--- src/rtl/core_ctrl_if.sv ---
//==============================================================================
// Module      : core_ctrl_if
// Description : Host-side bundle of the core instruction sequencer. Carries
//               the tile request (start, base addresses, activation count,
//               accumulate enable), the output-FIFO status, and the
//               registered instruction word / status returned by the
//               sequencer.
//               master : host / testbench side
//               slave  : core_ctrl side
// Revision    : 1.0 - initial release
//==============================================================================
`default_nettype none

interface core_ctrl_if #(
    parameter int AW = 11
);
    logic          start;        // one-cycle tile request
    logic [AW-1:0] w_base;       // xMem base of the weight words
    logic [AW-1:0] x_base;       // xMem base of the activation words
    logic [AW-1:0] p_base;       // psumMem base for the results
    logic [AW-1:0] n_act;        // activation vector count, 1..2047
    logic          acc_en;       // run the accumulate phase after drain
    logic          ofifo_valid;  // core output FIFO holds a full row
    logic [33:0]   inst;         // core instruction word
    logic          busy;         // sequencer not idle
    logic          done;         // end-of-tile pulse

    modport master (
        output start, w_base, x_base, p_base, n_act, acc_en, ofifo_valid,
        input  inst, busy, done
    );

    modport slave (
        input  start, w_base, x_base, p_base, n_act, acc_en, ofifo_valid,
        output inst, busy, done
    );
endinterface

`default_nettype wire

--- src/rtl/core_ctrl.sv ---
//==============================================================================
// Module      : core_ctrl
// Description : Instruction sequencer for the 2D accelerator core. Each
//               accepted start runs one tile: weight fetch, kernel load,
//               gap, activation fetch, execute, wait for the output FIFO,
//               psum drain and an optional accumulate pass, then a one-cycle
//               done pulse.
// Ports       : clk   - sole clock, rising edge
//               reset - synchronous, active-high
//               bus   - core_ctrl_if.slave (request in, inst/busy/done out)
// Revision    : 1.0 - initial release
//==============================================================================
`default_nettype none

module core_ctrl #(
    parameter int ROW = 8,
    parameter int COL = 8,
    parameter int AW  = 11
) (
    input  wire logic   clk,
    input  wire logic   reset,
    core_ctrl_if.slave  bus
);

    // Counter is one bit wider than an address so n_act (max 2047) plus the
    // extra latency cycle still fits.
    localparam int KW = AW + 1;

    // Both SRAMs deselected (CEN=1, WEN=1), everything else zero.
    localparam logic [33:0]   C_IDLE_WORD = 34'h1_800C_0000;
    localparam logic [KW-1:0] C_WF_LAST   = KW'(COL);
    localparam logic [KW-1:0] C_KL_LAST   = KW'(ROW + COL - 1);
    localparam logic [KW-1:0] C_KG_LAST   = KW'(ROW - 1);
    localparam logic [KW-1:0] C_COL       = KW'(COL);

    typedef enum logic [3:0] {
        S_IDLE    = 4'd0,
        S_W_FETCH = 4'd1,
        S_K_LOAD  = 4'd2,
        S_K_GAP   = 4'd3,
        S_A_FETCH = 4'd4,
        S_A_EXEC  = 4'd5,
        S_D_WAIT  = 4'd6,
        S_DRAIN   = 4'd7,
        S_ACC     = 4'd8,
        S_DONE    = 4'd9
    } state_t;

    state_t        r_state;
    state_t        w_state_nxt;
    logic [KW-1:0] r_k;
    logic [KW-1:0] w_k_nxt;

    logic [AW-1:0] r_w_base;
    logic [AW-1:0] r_x_base;
    logic [AW-1:0] r_p_base;
    logic [AW-1:0] r_n_act;
    logic          r_acc_en;

    logic [33:0]   r_inst;
    logic [33:0]   w_inst;
    logic          r_busy;
    logic          r_done;

    logic [KW-1:0] w_n;
    logic [KW-1:0] w_n_m1;
    logic [AW-1:0] w_kaddr;
    logic [AW-1:0] w_kaddr_m1;
    logic          w_accept;

    assign w_n        = {1'b0, r_n_act};
    assign w_n_m1     = w_n - KW'(1);
    assign w_kaddr    = r_k[AW-1:0];
    assign w_kaddr_m1 = w_kaddr - AW'(1);

    // Outputs lag the state by one flop. The cycle right after DONE shows
    // busy=1 while the state is already IDLE, so a start there must still
    // be ignored.
    assign w_accept = (r_state == S_IDLE) && !r_busy && bus.start &&
                      (bus.n_act != '0);

    //--------------------------------------------------------------------------
    // State register, parameter latches and registered outputs
    //--------------------------------------------------------------------------
    always_ff @(posedge clk) begin
        if (reset) begin
            r_state  <= S_IDLE;
            r_k      <= '0;
            r_w_base <= '0;
            r_x_base <= '0;
            r_p_base <= '0;
            r_n_act  <= '0;
            r_acc_en <= 1'b0;
            r_inst   <= C_IDLE_WORD;
            r_busy   <= 1'b0;
            r_done   <= 1'b0;
        end else begin
            r_state <= w_state_nxt;
            r_k     <= w_k_nxt;
            r_inst  <= w_inst;
            r_busy  <= (r_state != S_IDLE);
            r_done  <= (r_state == S_DONE);
            if (w_accept) begin
                r_w_base <= bus.w_base;
                r_x_base <= bus.x_base;
                r_p_base <= bus.p_base;
                r_n_act  <= bus.n_act;
                r_acc_en <= bus.acc_en;
            end
        end
    end

    //--------------------------------------------------------------------------
    // Next state and in-state counter
    //--------------------------------------------------------------------------
    always_comb begin
        w_state_nxt = r_state;
        w_k_nxt     = r_k + KW'(1);
        case (r_state)
            S_IDLE: begin
                w_k_nxt = '0;
                if (w_accept) w_state_nxt = S_W_FETCH;
            end
            S_W_FETCH: if (r_k == C_WF_LAST) begin
                w_state_nxt = S_K_LOAD;
                w_k_nxt     = '0;
            end
            S_K_LOAD: if (r_k == C_KL_LAST) begin
                w_state_nxt = S_K_GAP;
                w_k_nxt     = '0;
            end
            S_K_GAP: if (r_k == C_KG_LAST) begin
                w_state_nxt = S_A_FETCH;
                w_k_nxt     = '0;
            end
            S_A_FETCH: if (r_k == w_n) begin
                w_state_nxt = S_A_EXEC;
                w_k_nxt     = '0;
            end
            S_A_EXEC: if (r_k == w_n_m1) begin
                w_state_nxt = S_D_WAIT;
                w_k_nxt     = '0;
            end
            S_D_WAIT: begin
                w_k_nxt = '0;
                if (bus.ofifo_valid) w_state_nxt = S_DRAIN;
            end
            S_DRAIN: if (r_k == w_n) begin
                w_state_nxt = r_acc_en ? S_ACC : S_DONE;
                w_k_nxt     = '0;
            end
            S_ACC: if (r_k == w_n) begin
                w_state_nxt = S_DONE;
                w_k_nxt     = '0;
            end
            S_DONE: begin
                w_state_nxt = S_IDLE;
                w_k_nxt     = '0;
            end
            default: begin
                w_state_nxt = S_IDLE;
                w_k_nxt     = '0;
            end
        endcase
    end

    //--------------------------------------------------------------------------
    // Instruction word for the current state/count. Reads lead the L0 write
    // (or accumulate) by one cycle to cover the SRAM read latency.
    //--------------------------------------------------------------------------
    always_comb begin
        w_inst = C_IDLE_WORD;
        case (r_state)
            S_W_FETCH: begin
                if (r_k < C_COL) begin
                    w_inst[7 +: AW] = r_w_base + w_kaddr;
                    w_inst[19]      = 1'b0;
                end
                if (r_k != '0) w_inst[3] = 1'b1;
            end
            S_K_LOAD: begin
                w_inst[0] = 1'b1;
                if (r_k < C_COL) w_inst[2] = 1'b1;
            end
            S_A_FETCH: begin
                if (r_k < w_n) begin
                    w_inst[7 +: AW] = r_x_base + w_kaddr;
                    w_inst[19]      = 1'b0;
                end
                if (r_k != '0) w_inst[3] = 1'b1;
            end
            S_A_EXEC: begin
                w_inst[1] = 1'b1;
                w_inst[2] = 1'b1;
            end
            S_DRAIN: begin
                if (r_k < w_n) w_inst[6] = 1'b1;
                if (r_k != '0) begin
                    w_inst[20 +: AW] = r_p_base + w_kaddr_m1;
                    w_inst[31]       = 1'b0;
                    w_inst[32]       = 1'b0;
                end
            end
            S_ACC: begin
                if (r_k < w_n) begin
                    w_inst[20 +: AW] = r_p_base + w_kaddr;
                    w_inst[32]       = 1'b0;
                end
                if (r_k != '0) w_inst[33] = 1'b1;
            end
            default: w_inst = C_IDLE_WORD;
        endcase
    end

    assign bus.inst = r_inst;
    assign bus.busy = r_busy;
    assign bus.done = r_done;

endmodule

`default_nettype wire

--- src/flat_wrapper.sv ---
// flat-port wrapper written by rule: the top's interface ports become plain ports
module core_ctrl_flat 
#(
    parameter int ROW = 8,
    parameter int COL = 8,
    parameter int AW  = 11
)
  (clk, reset, bus_start, bus_w_base, bus_x_base, bus_p_base, bus_n_act, bus_acc_en, bus_ofifo_valid, bus_inst, bus_busy, bus_done);
  core_ctrl_if #(.AW(AW)) bus_i ();
  input  wire logic clk;
  input  wire logic reset;
  input wire logic [$bits(bus_i.start)-1:0] bus_start;
  input wire logic [$bits(bus_i.w_base)-1:0] bus_w_base;
  input wire logic [$bits(bus_i.x_base)-1:0] bus_x_base;
  input wire logic [$bits(bus_i.p_base)-1:0] bus_p_base;
  input wire logic [$bits(bus_i.n_act)-1:0] bus_n_act;
  input wire logic [$bits(bus_i.acc_en)-1:0] bus_acc_en;
  input wire logic [$bits(bus_i.ofifo_valid)-1:0] bus_ofifo_valid;
  output wire logic [$bits(bus_i.inst)-1:0] bus_inst;
  output wire logic [$bits(bus_i.busy)-1:0] bus_busy;
  output wire logic [$bits(bus_i.done)-1:0] bus_done;
  assign bus_i.start = bus_start;
  assign bus_i.w_base = bus_w_base;
  assign bus_i.x_base = bus_x_base;
  assign bus_i.p_base = bus_p_base;
  assign bus_i.n_act = bus_n_act;
  assign bus_i.acc_en = bus_acc_en;
  assign bus_i.ofifo_valid = bus_ofifo_valid;
  assign bus_inst = bus_i.inst;
  assign bus_busy = bus_i.busy;
  assign bus_done = bus_i.done;
  core_ctrl #(.ROW(ROW), .COL(COL), .AW(AW)) u_core (.clk(clk), .reset(reset), .bus(bus_i));
endmodule
--- config.mk ---
export PLATFORM = sky130hd
export DESIGN_NAME = core_ctrl_flat
export DESIGN_NICKNAME = d
export VERILOG_FILES = /design/src/rtl/core_ctrl_if.sv /design/src/rtl/core_ctrl.sv /design/src/flat_wrapper.sv
export SDC_FILE = /design/constraint.sdc
export NUM_CORES = 1
export LEC_CHECK = 0
export CORE_AREA = 5 5 130 132
export CTS_CLUSTER_DIAMETER = 100
export CTS_CLUSTER_SIZE = 25
export DETAILED_ROUTE_END_ITERATION = 16
export DIE_AREA = 0 0 135 137
export GPL_TIMING_DRIVEN = 0
export SYNTH_ARGS = -nofsm -noshare
export SYNTH_HDL_FRONTEND = slang
export SYNTH_SLANG_ARGS = --single-unit
--- constraint.sdc ---
create_clock -name clk -period 3.6 [get_ports clk]
set_input_delay 0.36 -clock clk [delete_from_list [all_inputs] [get_ports clk]]
set_output_delay 0.36 -clock clk [all_outputs]
set_load 0.01 [all_outputs]
==> impl_metrics.csv, run 1 <==
group,metric,value,unit
global_route,antenna_found_initial,0,
critical_path,crit_required,3870,ps
synthesis,ys_seq_area_frac,0.309,
cts,clk_pin_slew_worst_paths,70,ps
timing,rsz0062_at_grt,"no",
global_route,grt-ovfl-total,0,
job,cap_violations,0,
floorplan,num_io_pins,85,
floorplan,rows,46,
detailed_routing,initialDrtViolationCount,272,
timing,slew_violations,0,
synthesis,yosys_warnings,0,
final_layout,syn2layout_area_growth,22.4,%
detailed_routing,finalWirelength,16.4,mm
final_layout,design_area,7450,um^2
power,power.density,525,nW/um^2
synthesis,synth_seq_cells,94,
detailed_routing,wl_per_cell,15.3,um
synthesis,syn_inst,755,
placed_design,post-place-ws,410,ps
final_layout,fill_cells,1576,
final_layout,fin_util,0.478,
cts,cts_sinks,94,
final_layout,nets,964,
detailed_routing,drtPass1Iterations,4,
floorplan,die_area,18500,um^2
critical_path,worst_ep_arrival_time,3520,ps
detailed_routing,drc_errors,0,
global_route,grtUsageTotal,0.181,
timing,slew_headroom,0.501,
global_route,grt_pass1_vias,5188,
final_layout,multi_input_area,3780,um^2
hold_path,hold_class,"reg -> reg",
cts,clockRootBuffer,"clkbuf_16",
synthesis,synth-edff-count,0,
floorplan,die_x,135,um
cts,cts_setup_buffers,0,
cts,tritoncts,"built",
timing,worst_pin_slew,749,ps
cts,clk-insertion-delay-late,350,ps
critical_path,cp_max_fo,9,
global_route,grt_pass1_wl,26.3,mm
synthesis,synth_cell_types,66,
power,leakagePower,3.08,nW
timing,fin_crit,3250,ps
critical_path,startpoint_type,"flop",
timing,clock.fmax,0.307,GHz
final_layout,seq_area,1880,um^2
floorplan,initial_core_util,0.391,
detailed_routing,drt-vias-per-instance,4.99,
synthesis,synth-main-ff-cell,"dfxtp_1",
critical_path,criticalPathCategory,"reg -> reg",
placed_design,globalplace.congestion,0.882,
timing,setup_violations,0,
cts,htree_levels,3,
cts,ctsResizeCount,0,
timing,tns,0,ps
final_layout,drive_above_1_share,0.0668,
timing,final.setup_skew,9.59,ps
critical_path,setup.worst_path.end_class,"flop",
global_route,grt_max_degree,15,
placed_design,hpwl,12.6,mm
status,status,"finished, final reports clean",
power,irDropWorstVdd,0.266,mV
synthesis,synth.avg_cell_area,8.07,um^2
cts,hold_buffers,0,
timing,hold_viol,0,
cts,clk_path_buf_depth,2,
floorplan,core_area,15600,um^2
timing,timing.final.ws_setup,347,ps
timing,holdWs,463,ps
synthesis,ys_async_sr_fraction,0,
floorplan,fp.dieH,137,um
timing,finalCritPeriodShare,0.904,
placed_design,port_buffers,81,
final_layout,antennaDiodeCount,0,
cts,numCtsBuffers,9,
detailed_routing,vias,5339,
detailed_routing,ant_nets,0,
synthesis,syn_area,6090,um^2
placed_design,post_dp_cell_area,7180,um^2
[synthesized netlist by cell type, drive strengths merged, types with 3 or more instances]
cell type / n / area (um^2)
nor2b: 6 / 37.5
nor4: 6 / 50.0
nor3: 16 / 85.1
nor3b: 4 / 40.0
clkbuf: 17 / 63.8
o21a: 5 / 37.5
dfxtp: 94 / 1880
o221ai: 3 / 32.5
or4: 4 / 30.0
fa: 4 / 80.1
nand2: 105 / 394
inv: 65 / 244
o31ai: 4 / 30.0
a22oi: 11 / 82.6
a211o: 3 / 27.5
nor2: 61 / 254
buf: 19 / 121
or3: 8 / 60.1
ha: 63 / 788
and3: 7 / 45.1
a31oi: 4 / 25.0
o22ai: 6 / 37.5
o21ai: 18 / 90.1
a2111oi: 4 / 47.6
a21o: 11 / 82.6
xnor2: 38 / 333
a32oi: 5 / 43.8
o2111ai: 4 / 35.0
a21oi: 75 / 375
xor2: 17 / 149
o21bai: 8 / 60.1
o41ai: 3 / 26.3
nand2b: 11 / 68.8
nand3: 17 / 85.1
[through the flow]
step                instances  power, mW
finish                   1069       3.92
global placement         1053       3.00
CTS                      1069       3.94
floorplan                 756       2.56
global route             1069       4.20
detailed placement       1053       3.01
[registers in the layout, summed over array words and instances, names as in the netlist]
| register | count |
|---|---|
| u_core.bus.inst | 31 |
| u_core.r_k | 12 |
| u_core.r_n_act | 11 |
| u_core.r_p_base | 11 |
| u_core.r_w_base | 11 |
| u_core.r_x_base | 11 |
| u_core.r_state | 4 |
| u_core.bus.busy | 1 |
| u_core.bus.done | 1 |
| u_core.r_acc_en | 1 |
[path summary, 6_finish.rpt]
| kind | start | endpoint | slack (ps) | cells past startpoint |
|---|---|---|---|---|
| min | u_core.r_w_base[5] | u_core.r_w_base[5] | 460 | 2 |
| max | u_core.r_k[5] | u_core.bus.inst[21] | 350 | 8 |
| max reg2reg | u_core.r_k[5] | u_core.bus.inst[21] | 350 | 8 |
| min reg2reg | u_core.r_w_base[5] | u_core.r_w_base[5] | 460 | 2 |
[per-layer routing]
| metal | wire (um) | track usage |
|---|---|---|
| met1 | 8000 | 0.247 |
| met2 | 7650 | 0.301 |
| met3 | 454 | 0.0224 |
| met4 | 255 | 0.0521 |
| met5 | 0 | 0 |
[layout by cell type (no fill, tap or decap), types with 8 or more instances in the layout]
master           count
a22oi_1             11
buf_2               13
xor2_1              17
clkbuf_1            19
inv_1               65
a21o_1              11
nand2_1            105
nor2_2              10
nand2b_1            11
dfxtp_1             94
o21ai_0             14
nand3_1             17
clkdlybuf4s50_1     81
nor2_1              51
clkbuf_16            9
ha_1                63
a21oi_1             75
nor3_1              15
o21bai_1             8
xnor2_1             38
[logic make-up (layout without fill, tap and decap cells)]
logic type | after synthesis | after routing | synth area share
xor gates and xnor gates | 55 | 55 | 0.0791
adders and majority gates | 67 | 67 | 0.143
other | 2 | 3 | 0.00123
and+or+nand+nor | 257 | 257 | 0.206
buffers and inverters | 101 | 198 | 0.0705
DFF | 94 | 94 | 0.309
muxes | 2 | 2 | 0.00329
AOI/OAI and AO/OA | 177 | 177 | 0.188
[critical path, stage by stage (launching register included)]
cell and delay, ps:
dfxtp_1 690, ha_1 350, a21oi_1 140, o221ai_1 120, a21o_1 210, a2111oi_2 630, nor4b_4 520, nand2b_1 260
o22ai_1 240
[final cells by class]
type	instances	share of cell area
multi-input cells	561	0.508
flip-flops and latches	94	0.252
repair buffers	81	0.109
well taps	216	0.0363
clock buffers	13	0.0349
inverters	65	0.0327
plain buffers	36	0.0248
clock inverters	3	0.00252
[where the power goes]
group          switching [mW]  internal, mW  leakage [nW]
clock network           0.416         0.506         0.140
logic                   0.975         0.727          2.17
registers               0.113          1.18         0.764
total                    1.50          2.41          3.08
(Power assumes the default switching activity.)
==> run 2, diff against run 1 <==
Settings changed: CORE_AREA 5 5 130 132 to 5 5 144 119, CTS_CLUSTER_DIAMETER 100 to unset, DIE_AREA 0 0 135 137 to 0 0 149 124.
Clock period 3.6 ns to 3.34 ns, I/O delays scaled along.
==> impl_metrics.csv, run 2 (synthesized netlist as in run 1, its figures left out) <==
group,metric,value,unit
cts,clk_path_buf_depth,2,
final_layout,drive_above_1_share,0.0691,
hold_path,worstHoldStart,"u_core.r_acc_en",
critical_path,startpoint_type,"flop",
placed_design,post_dp_cell_area,7170,um^2
power,power.density,568,nW/um^2
power,swShare,0.386,
critical_path,criticalPathCategory,"reg -> reg",
timing,rsz0062_at_grt,"no",
floorplan,initial_core_util,0.393,
timing,clock.fmax,0.316,GHz
final_layout,syn2layout_area_growth,22.6,%
cts,numCtsBuffers,9,
timing,hold_viol,0,
global_route,grt_pass1_wl,26.3,mm
final_layout,largest_reg_flops,31,
power,irDropWorstVdd,0.266,mV
cts,hold_buffers,0,
power,p_switching,1.64,mW
detailed_routing,initialDrtViolationCount,343,
placed_design,globalplace.congestion,0.901,
placed_design,port_buffers,81,
timing,finalCritPeriodShare,0.948,
critical_path,cp-startpoint,"u_core.r_k[5]",
floorplan,die_area,18500,um^2
cts,clockRootBuffer,"clkbuf_16",
power,clkPwrFrac,0.237,
global_route,grt_max_degree,16,
global_route,grt-ovfl-total,0,
detailed_routing,vias,5327,
detailed_routing,drc_errors,0,
final_layout,fin_cells,1069,
timing,fin_crit,3170,ps
global_route,grtUsageTotal,0.182,
timing,tns,0,ps
timing,final.setup_skew,8.76,ps
floorplan,fp.dieH,124,um
cts,tritoncts,"built",
detailed_routing,wl_per_cell,15.3,um
final_layout,final_cell_mix,"105 x nand2_1, 94 x dfxtp_1, 81 x clkdlybuf4s50_1",
cts,clk_pin_slew_worst_paths,70,ps
critical_path,cp_max_fo,10,
placed_design,hpwl,12.8,mm
cts,htree_levels,3,
floorplan,die_x,149,um
job,cap_violations,0,
power,internal-power,2.60,mW
global_route,antenna_found_initial,0,
floorplan,num_io_pins,85,
power,leakagePower,3.08,nW
timing,setup_violations,0,
final_layout,design_area,7470,um^2
power,finalPower,4.24,mW
critical_path,r2r-start,"u_core.r_k[5]",
timing,slew_violations,0,
power,p_comb_frac,0.432,
final_layout,nets,965,
detailed_routing,drt-vias-per-instance,4.98,
detailed_routing,drtPass1Iterations,5,
floorplan,rows,41,
placed_design,dp_cells,1052,
critical_path,setup.worst_path.end_class,"flop",
detailed_routing,ant_nets,0,
critical_path,crit_required,3600,ps
final_layout,antennaDiodeCount,0,
hold_path,hold_class,"reg -> reg",
status,status,"finished, final reports clean",
timing,slew_headroom,0.566,
detailed_routing,finalWirelength,16.4,mm
timing,worst_pin_slew,652,ps
floorplan,core_area,15500,um^2
cts,ctsResizeCount,0,
cts,clk-insertion-delay-late,360,ps
cts,cts_sinks,94,
critical_path,worst_ep_arrival_time,3420,ps
power,seqPwrFrac,0.331,
final_layout,final_common_cell,"nand2_1",
global_route,grt_pass1_vias,5038,
run 2: cell count changes in the layout (fill, tap and decap cells not counted), sizes merged:
cell	delta
buf	+1
clkinv	-1
clkbuf	-1
inv	+1
clkinvlp	+1
run 2: area by class of cell:
type	instances	area, um^2
Buffer	36	185
Clock buffer	12	256
Clock inverter	4	30.0
Fill cell	1651	8020
Inverter	65	244
Multi-Input combinational cell	561	3780
Sequential cell	94	1880
Tap cell	215	269
Timing Repair Buffer	82	818
run 2: critical path: stages (launching register included):
cell       delay, ps
dfxtp_1          700
ha_1             360
a21oi_1          130
o221ai_1         110
a21o_1           210
a2111oi_2        610
and3_1           330
buf_2            260
nand3_1          110
a21oi_1          240
run 2: power by group through the flow:
stage | Combinational, mW | Sequential [mW] | Clock (mW)
after floorplan | 1.36 | 1.39 | 0
after global placement | 1.81 | 1.43 | 0
after detailed placement | 1.82 | 1.43 | 0
after CTS | 1.83 | 1.40 | 1.03
after global routing | 2.06 | 1.42 | 1.08
final | 1.83 | 1.40 | 1.01
run 2: routing by layer:
layer	part of all wire	track usage	up-vias
met5	0	0	-
met3	0.063	0.0462	17
met4	0.012	0.0423	0
met2	0.41	0.272	135
met1	0.51	0.263	2384
li1	-	-	2791
run 2: repair_timing:
| item | in CTS | in global routing |
|---|---|---|
| buffers inserted | 0 | 1 |
| setup endpoints to repair | 0 | 5 |
| endpoints found under the hold margin | 0 | 0 |
run 2: final timing paths:
check,depth (start not counted),to,slack [ps]
worst min register to register,2,u_core.r_acc_en,460
worst min-delay path,2,u_core.r_acc_en,460
worst max register to register,9,u_core.bus.inst[17],170
worst max-delay path,9,u_core.bus.inst[17],170
run 2: stage by stage:
stage          setup WS, ps  hold WS [ps]   util
6_report                174           464  0.482
2_1_floorplan           745           422      -
3_3_place_gp           93.6           449  0.463
5_1_grt                7.23           490  0.482
3_5_place_dp            179           457  0.463
4_1_cts                 110           466  0.482
==> run 3, diff against run 2 <==
Settings changed: CORE_AREA 5 5 144 119 to 2 2 141 116, DIE_AREA 0 0 149 124 to 0 0 143 118, SLEW_MARGIN set to 0.
Clock period 3.34 ns to 3.6 ns, I/O delays scaled along.
==> impl_metrics.csv, run 3 (synthesized netlist as in run 1, its figures left out) <==
group,metric,value,unit
status,status,"finished, final reports clean",
final_layout,drive_above_1_share,0.0692,
final_layout,syn2layout_area_growth,22.7,%
cts,cts_setup_buffers,0,
critical_path,worstPathBufferInverterCount,0,
global_route,grt-ovfl-total,0,
timing,hold_viol,0,
detailed_routing,drtPass1Iterations,5,
final_layout,largest_reg_flops,31,
final_layout,fill_cells,1566,
detailed_routing,drt-vias-per-instance,5.01,
detailed_routing,initialDrtViolationCount,404,
power,irDropWorstVdd,0.256,mV
critical_path,cpLargestDelayFamily,"compound AO/OA/AOI/OAI gates",
timing,finalCritPeriodShare,0.905,
critical_path,cp_num_cells,8,
hold_path,hold_class,"reg -> reg",
cts,clk_path_buf_depth,2,
placed_design,dp_cells,1052,
placed_design,port_buffers,81,
global_route,antenna_found_initial,0,
placed_design,post-place-ws,419,ps
cts,hold_buffers,0,
floorplan,fp.dieH,118,um
timing,timing.final.ws_setup,341,ps
critical_path,r2r-start,"u_core.r_k[7]",
detailed_routing,drc_errors,0,
critical_path,timing.rr.end,"u_core.bus.inst[21]",
final_layout,fin_cells,1068,
cts,htree_levels,3,
detailed_routing,wl_per_cell,14.9,um
placed_design,globalplace.congestion,0.920,
critical_path,cp_cell_sequence,"ha_1 -> a21oi_1 -> o221ai_1 -> a21o_1 -> a2111oi_2 -> nor4b_4 -> nand2b_1 -> o22ai_1",
critical_path,cpPeakStageDelay,660,ps
power,finalPower,3.98,mW
power,leakagePower,3.08,nW
cts,clk_pin_slew_worst_paths,70,ps
cts,ctsResizeCount,0,
cts,clockRootBuffer,"clkbuf_16",
final_layout,fin_util,0.484,
critical_path,startpoint_type,"flop",
final_layout,final_cell_mix,"105 x nand2_1, 94 x dfxtp_1, 81 x clkdlybuf4s50_1",
critical_path,cp_max_fo,8,
floorplan,rows,41,
hold_path,holdPathStages,2,
timing,clock.fmax,0.307,GHz
timing,slew_headroom,0.557,
cts,numCtsBuffers,9,
timing,tns,0,ps
global_route,grt_pass1_wl,26.2,mm
critical_path,criticalPathCategory,"reg -> reg",
critical_path,crit_required,3880,ps
critical_path,setup.worst_path.end_class,"flop",
placed_design,hpwl,12.4,mm
timing,slew_violations,0,
timing,fin_crit,3260,ps
cts,clk-insertion-delay-late,360,ps
critical_path,worst_ep_arrival_time,3540,ps
floorplan,num_io_pins,85,
job,cap_violations,0,
floorplan,die_x,143,um
floorplan,core_area,15400,um^2
timing,final.setup_skew,7.03,ps
global_route,grt_pass1_vias,5152,
floorplan,die_area,16900,um^2
floorplan,initial_core_util,0.394,
detailed_routing,vias,5350,
critical_path,rr_worst_depth,8,
final_layout,final_common_cell,"nand2_1",
final_layout,nets,964,
hold_path,worstHoldEndpoint,"u_core.r_x_base[5]",
cts,tritoncts,"built",
cts,cts_sinks,94,
timing,rsz0062_at_grt,"no",
timing,worst_pin_slew,664,ps
global_route,grtUsageTotal,0.197,
critical_path,reg2reg_slack,340,ps
global_route,grt_max_degree,17,
detailed_routing,finalWirelength,15.9,mm
timing,setup_violations,0,
power,power.density,532,nW/um^2
critical_path,cpMaxStageDelayCell,"a2111oi_2",
detailed_routing,ant_nets,0,
final_layout,antennaDiodeCount,0,
hold_path,worstHoldStart,"u_core.r_x_base[5]",
-- run 3: stage by stage --
step	area (um^2)	hold slack, ps
3_3_place_gp	7170	448
6_report	7470	466
2_1_floorplan	6090	437
4_1_cts	7470	467
3_5_place_dp	7170	455
5_1_grt	7470	486
-- run 3: tightest hold or removal path, cell delays in order (launching register included) --
cell     delay (ps)
dfxtp_1         320
nand2_1          50
a21oi_1          50
-- run 3: area by class of cell --
type                    count  area, um^2  area share
multi-input cells         561        3780       0.506
plain buffers              36         185      0.0248
flip-flops and latches     94        1880       0.252
repair buffers             81         811       0.108
well taps                 215         269      0.0360
inverters                  65         244      0.0326
clock buffers               9         225      0.0301
clock inverters             7        73.8     0.00988
-- run 3: how the worst max path moves through the flow --
stage / end / slack, ps / startpoint
CTS: u_core.bus.inst[21] / 370 / u_core.r_k[7]
detailed placement: u_core.bus.inst[21] / 420 / u_core.r_k[7]
global placement: u_core.bus.inst[21] / 380 / u_core.r_k[5]
finish: u_core.bus.inst[21] / 340 / u_core.r_k[7]
global route: u_core.bus.inst[21] / 210 / u_core.r_k[7]
floorplan: u_core.bus.inst[29] / 1010 / u_core.r_k[1]
-- run 3: report_power, final --
part,total (mW),internal (mW),leakage (nW),switching [mW]
clock,0.979,0.541,0.146,0.438
sequential,1.30,1.18,0.764,0.123
combinational,1.70,0.727,2.17,0.971
total,3.98,2.45,3.08,1.53
-- run 3: per-layer routing --
layer  track usage  wire length [um]
met1         0.283              8300
met4        0.0495               218
met2         0.299              6740
met3        0.0399               614
met5             0                 0
